$ cat config.mk
export PLATFORM = sky130hd
export DESIGN_NAME = dht_responder
export DESIGN_NICKNAME = d
export VERILOG_FILES = /design/src/rtl/dht_responder.sv
export SDC_FILE = /design/constraint.sdc
export NUM_CORES = 1
export LEC_CHECK = 0
export ABC_AREA = 1
export CAP_MARGIN = 20
export CORE_MARGIN = 2
export CORE_UTILIZATION = 66
export CTS_BUF_LIST = sky130_fd_sc_hd__clkbuf_4
export CTS_CLUSTER_DIAMETER = 100
export DETAILED_ROUTE_END_ITERATION = 8
export MAX_ROUTING_LAYER = met4
export PLACE_DENSITY = 0.89
export RECOVER_POWER = 50
export SKIP_CTS_REPAIR_TIMING = 1
export SYNTH_ARGS = -nofsm -noshare
export SYNTH_HDL_FRONTEND = slang
export SYNTH_SLANG_ARGS = --single-unit
$ cat constraint.sdc
create_clock -name clk -period 5.8 [get_ports clk]
set_input_delay 1.16 -clock clk [delete_from_list [all_inputs] [get_ports clk]]
set_output_delay 1.16 -clock clk [all_outputs]
set_load 0.01 [all_outputs]
$ cat src/rtl/dht_responder.sv
// DHT11/DHT22 single-wire sensor emulator: answers a host start pulse with the presence
// sequence and then 40 data bits {hum_int, hum_dec, tmp_int, tmp_dec, checksum}, MSB first.
module dht_responder #(
    parameter int unsigned START_MIN = 1_800_000,
    parameter int unsigned RESP_DLY  = 2500,
    parameter int unsigned PRE_HIGH  = 1500,
    parameter int unsigned RESP_LOW  = 8000,
    parameter int unsigned RESP_HIGH = 8000,
    parameter int unsigned BIT_LOW   = 5000,
    parameter int unsigned BIT0_HIGH = 2650,
    parameter int unsigned BIT1_HIGH = 7000,
    parameter int unsigned END_HIGH  = 8000
) (
    input  logic       clk,
    input  logic       rst,
    input  logic       dht_i,
    output logic       dht_o,
    output logic       dht_oe,
    input  logic [7:0] hum_int,
    input  logic [7:0] hum_dec,
    input  logic [7:0] tmp_int,
    input  logic [7:0] tmp_dec,
    output logic       busy,
    output logic       frame_done
);

    typedef enum logic [3:0] {
        StIdle, StStartLow, StWaitRel, StRespDly, StPreHi, StPreLo, StPreHi2,
        StBitLo, StBitHi, StEndLo, StEndHi
    } state_e;

    state_e      state_q, state_d;
    logic [31:0] tmr_q, tmr_d;
    logic [39:0] shreg_q, shreg_d;
    logic [5:0]  bit_cnt_q, bit_cnt_d;
    logic        sync1_q, s;
    logic        oe_d, o_d, busy_d, done_d;
    logic [9:0]  sum;

    assign sum = 10'(hum_int) + 10'(hum_dec) + 10'(tmp_int) + 10'(tmp_dec);

    always_comb begin
        state_d   = state_q;
        tmr_d     = (tmr_q != 32'd0) ? tmr_q - 32'd1 : 32'd0;
        shreg_d   = shreg_q;
        bit_cnt_d = bit_cnt_q;
        done_d    = 1'b0;
        case (state_q)
            // The IDLE sample is the first low sample, so START_LOW counts the rest.
            StIdle: if (!s) begin
                state_d = StStartLow;
                tmr_d   = START_MIN - 32'd2;
            end
            StStartLow: begin
                if (s) state_d = StIdle;
                else if (tmr_q == 32'd0) state_d = StWaitRel;
            end
            // The detection cycle is the first cycle of the response delay.
            StWaitRel: if (s) begin
                shreg_d   = {hum_int, hum_dec, tmp_int, tmp_dec, sum[7:0]};
                bit_cnt_d = 6'd0;
                state_d   = StRespDly;
                tmr_d     = RESP_DLY - 32'd2;
            end
            StRespDly: if (tmr_q == 32'd0) begin
                state_d = StPreHi;
                tmr_d   = PRE_HIGH - 32'd1;
            end
            StPreHi: if (tmr_q == 32'd0) begin
                state_d = StPreLo;
                tmr_d   = RESP_LOW - 32'd1;
            end
            StPreLo: if (tmr_q == 32'd0) begin
                state_d = StPreHi2;
                tmr_d   = RESP_HIGH - 32'd1;
            end
            StPreHi2: if (tmr_q == 32'd0) begin
                state_d = StBitLo;
                tmr_d   = BIT_LOW - 32'd1;
            end
            StBitLo: if (tmr_q == 32'd0) begin
                state_d = StBitHi;
                tmr_d   = shreg_q[39] ? BIT1_HIGH - 32'd1 : BIT0_HIGH - 32'd1;
            end
            StBitHi: if (tmr_q == 32'd0) begin
                shreg_d   = {shreg_q[38:0], 1'b0};
                bit_cnt_d = bit_cnt_q + 6'd1;
                state_d   = (bit_cnt_q == 6'd39) ? StEndLo : StBitLo;
                tmr_d     = BIT_LOW - 32'd1;
            end
            StEndLo: if (tmr_q == 32'd0) begin
                state_d = StEndHi;
                tmr_d   = END_HIGH - 32'd1;
            end
            StEndHi: if (tmr_q == 32'd0) begin
                state_d = StIdle;
                done_d  = 1'b1;
            end
            default: state_d = StIdle;
        endcase
    end

    // Outputs are decoded from the next state and registered, so they line up with state_q.
    always_comb begin
        oe_d   = !(state_d inside {StIdle, StStartLow, StWaitRel, StRespDly});
        o_d    = !(state_d inside {StPreLo, StBitLo, StEndLo});
        busy_d = !(state_d inside {StIdle, StStartLow});
    end

    always_ff @(posedge clk) begin
        if (rst) begin
            sync1_q    <= 1'b1;
            s          <= 1'b1;
            state_q    <= StIdle;
            tmr_q      <= 32'd0;
            shreg_q    <= 40'd0;
            bit_cnt_q  <= 6'd0;
            dht_oe     <= 1'b0;
            dht_o      <= 1'b1;
            busy       <= 1'b0;
            frame_done <= 1'b0;
        end else begin
            sync1_q    <= dht_i;
            s          <= sync1_q;
            state_q    <= state_d;
            tmr_q      <= tmr_d;
            shreg_q    <= shreg_d;
            bit_cnt_q  <= bit_cnt_d;
            dht_oe     <= oe_d;
            dht_o      <= o_d;
            busy       <= busy_d;
            frame_done <= done_d;
        end
    end

endmodule

# --- Word level (Yosys, flattened, before mapping) ---
# Cells that the tools add are included.
totals:
  input_bits: 35
  reg_bits: 88
op_classes:
  bitwise: 1
  n_eq_ne: 19
  n_reduce_logical: 15
  n_mux: 30
  add_sub_neg: 5
op_table:
  columns: ["cell", "count"]
  rows:
  - ["32-bit 2-to-1 mux", 7]
  - ["32-bit one-hot mux with 6 select lines", 1]
  - ["40-bit 2-to-1 mux", 2]
  - ["40-bit one-hot mux with 2 select lines", 1]
  - ["4-bit 2-to-1 mux", 13]
  - ["4-bit one-hot mux with 11 select lines", 1]
  - ["32-bit zero test", 1]
  - ["32-bit nonzero test", 1]
  - ["32-bit by 1-bit subtractor with 32-bit output (second input constant)", 1]
  - ["8-bit adder", 3]
  - ["4-bit by 3-bit == test with 1-bit output (second input constant)", 6]
  - ["4-bit by 2-bit == test with 1-bit output (second input constant)", 4]
  - ["4-bit == test (second input constant)", 4]
  - ["13-bit 2-to-1 mux", 1]
  - ["6-bit 2-to-1 mux", 2]
  - ["6-bit one-hot mux with 2 select lines", 1]
  - ["4-bit by 1-bit == test with 1-bit output (second input constant)", 2]
  - ["4-bit zero test", 2]
  - ["6-bit by 1-bit adder with 6-bit output (second input constant)", 1]
  - ["6-bit == test (second input constant)", 1]
  - ["2-bit inequality test (second input constant)", 2]
  - ["2-bit nonzero test", 2]
  - ["4-bit nonzero test", 1]
  - ["2-bit OR reduction", 2]
  - ["other kinds (6)", 8]

# --- Logic depth before layout (Yosys ltp) ---
depth:
  word_depth: 7
  ltp_mapped: 16
  mapped_depth_nobuf: 15

# --- Worst setup path before layout ---
# No wires, ideal clock.
synth_timing:
  path_type: "input-to-reg"
  from: "in hum_int[1]"
  to: "reg shreg_q[7]"
  path_buffers: 0
  required_ns: 5.730
  t_arrival_ns: 3.340
  slack_ns: 2.390
  setup_ns: 0.070
  cell_stages: 12
  cell_sequence: "inv_1 -> fa_1 -> fa_1 -> inv_1 -> ha_1 -> fa_1 -> inv_1 -> nor3_1 -> nor2_1 -> nand3b_1 -> nand3_1 -> a21oi_1"
synth_between:
  elab_chain_cells: 5
synth_lines:
  columns: ["item", "line", "rtl"]
  rows:
  - ["start, declared", "19", "input logic [7:0] hum_int,"]
  - ["8-bit adder (3 in series)", "40", "assign sum = 10'(hum_int) + 10'(hum_dec) + 10'(tmp_int) + 10'(tmp_dec);"]
  - ["40-bit 2-to-1 mux", "59", "StWaitRel: if (s) begin"]
  - ["40-bit one-hot mux with 2 select lines", "48", "case (state_q)"]
  - ["end signal, assigned", "127", "shreg_q <= shreg_d;"]
  - ["end, declared", "34", "logic [39:0] shreg_q, shreg_d;"]
# Every way passes these cells. The select of a mux whose other input is x is not followed.
# A chain may end at the register's enable or synchronous reset.

==> flow_summary.yaml <==
run_status:
  status: "finished, violations left"
  violations: "capacitance limit, slew limit"
synth:
  syn_area_per_cell_um2: 6.80
  ys_ff_latch: 88
  synth.most_common_cell: "nand2_1"
  synth_nets: 859
  synth_top_cell_by_area: "dfxtp_1"
  yosysUniqueCellTypes: 36
  synth_common_cells: "nand2_1 (208), inv_1 (91), nor2_1 (91)"
  ys_seq_area_share_pct: 32.4
  yosys_warnings: 0
  synth_top_area_share_pct: 32.4
  synth_edf_count: 0
  syn_area_um2: 5440
  async_flop_share_pct: 0
  syn_inst: 800
  ys.flop_type: "dfxtp_1"
  ys_top_cells_by_area: "dfxtp_1 (32%), nand2_1 (14%), inv_1 (6.3%)"
floorplanning:
  die_area_um2: 8980
  num_io_pins: 39
  die_w_um: 94.8
  initial_utilization_pct: 67.2
  num_rows: 33
  core_area_um2: 8090
  die_h_um: 94.8
clocking:
  htreeDepth: 3
  clkTransAtPathRegs_ns: 0.15
  ctsLongestPathBuffers: 2
  cts_buffers: 9
  cts_root_buffer: "clkbuf_4"
  clk_latency_ns: 0.45
  cts_tree: "done"
  clkSinkCount: 88
timing:
  finalCritPeriodShare_pct: 64.7
  tightest_slew_ns: 1.87
  fin_setup_tns_ns: 0
  layout_setup_ws_ns: 2.05
  drv_slew: 50
  setup_viol: 0
  final_hold_viol_count: 0
  period_minus_slack_ns: 3.75
  skew_ns: 0.0192
  clock.fmax_mhz: 267
  rsz0062_at_grt: "no"
  maxSlewHeadroom_pct: -24.6
critical_path:
  rr_startpoint: "tmr_q[0]"
  cp-end-kind: "flip-flop"
  cp-startpoint: "rst"
  cp.required_ns: 6.18
  startpoint_type: "input pin"
  worst-path-max-fanout: 49
  arrival_ns: 4.13
  crit_type: "in -> reg"
final_layout:
  nFillCells: 696
  drive_above_1_share_pct: 6.39
  syn_to_final_growth_pct: 8.95
  diodes: 0
  fin_area_um2: 5920
  fin_nets: 884
  final_core_util_pct: 73.2
global_route:
  grt_pass1_wl_um: 22000
  grt_remaining_overflow: 0
  antenna_found_initial: 0
  grt_pass1_vias: 4912
  grt_start_max_net_pins: 50
  track_usage_pct: 31.7
placement:
  gp_congestion: 0.940
  dpl-instance-area_um2: 5820
  io_buffers: 38
  post-dp-hpwl_um: 9960
  dp_worst_setup_slack_ns: 1.64
route:
  firstDrtPassIters: 5
  vias_per_cell: 5.64
  wl_per_cell_um: 14.1
  drt_wl_total_um: 13200
  ant_nets: 0
  vias: 5272
  drc: 0
  drtIter0Drc: 404
flow_run:
  drv_cap: 1
pwr:
  irDropWorstVdd_v: 0.000156
  p_leak_uw: 0.00277
  power_uw: 1940
  power.density_nw_per_um2: 328
hold_path:
  min-delay-start: "sync1_q"
  hp-class: "reg -> reg"
[worst max-delay path, cell delays in order]
cell,delay (ns)
dlygate4sd3_1,0.74
inv_1,0.18
clkbuf_1,1.35
o21ai_0,0.46
nand3_1,0.21
[cells by family (layout without fill, tap and decap cells)]
group                      count (synthesis)  after routing  share of synthesized area [%]
and+or+nand+nor                          377            377                           29.8
AOI/OAI and AO/OA                        156            156                           15.8
buffers and inverters                    126            156                           9.87
DFF                                       88             88                           32.4
xor gates and xnor gates                  29             29                           4.67
adders and majority gates                 24             24                           7.46
[routing by layer]
layer	vias to the layer above	routed length, um	GRT usage (%)
li1	2622	-	-
met1	2443	5570	37.1
met2	180	6650	55.7
met3	27	704	5.51
met4	0	252	9.66
met5	-	0	-
[path summary, 6_finish.rpt]
check	cells past startpoint	slack (ns)	end
max	5	2.05	busy
min	1	0.45	s
max reg2reg	13	2.51	shreg_q[22]
min reg2reg	1	0.45	s
[registers in the layout, summed over array words and instances (netlist names)]
name,cells
shreg_q,40
bit_cnt_q,6
busy,1
dht_o,1
dht_oe,1
frame_done,1
s,1
tmr_q,32
sync1_q,1
state_q,4
[power by group]
group | internal [uW] | switching, uW | total (uW)
Clock | 94.5 | 223 | 317
Sequential | 671 | 69.8 | 741
Combinational | 321 | 563 | 885
Total | 1090 | 856 | 1940
[cells in the final DEF, fill, tap and decap left out, types with 5 or more instances in the layout]
cell type	netlist	layout
clkdlybuf4s50_1	0	33
fa_1	14	14
nor2_2	11	10
inv_1	91	94
a21oi_1	37	37
o21ai_0	61	65
dfxtp_1	88	88
nand4_1	8	8
nor2_4	6	7
nor3_1	7	7
or2_2	6	6
ha_1	10	10
o21ai_1	9	6
nand3_1	28	28
nand2_1	208	208
clkbuf_4	0	10
a31oi_1	36	36
xnor2_1	12	12
xor2_1	17	17
dlygate4sd3_1	0	5
nor2_1	91	91
[area by class of cell]
class | count | area, um^2 | share of cell area (%)
tap | 105 | 131 | 2.22
timing repair buffer | 41 | 399 | 6.74
clock inverter | 6 | 42.5 | 0.718
inverter | 99 | 374 | 6.31
sequential | 88 | 1760 | 29.7
multi-input combinational | 586 | 3140 | 53.0
clock buffer | 10 | 75.1 | 1.27
[stage by stage]
| stage | hold WS (ns) | cells |
|---|---|---|
| after CTS | 0.452 | 935 |
| after floorplan | 0.389 | 800 |
| after global routing | 0.452 | 935 |
| final | 0.452 | 935 |
| after detailed placement | 0.416 | 919 |
| after global placement | 0.394 | 919 |
Note: power is estimated with default switching activity, not from simulation.
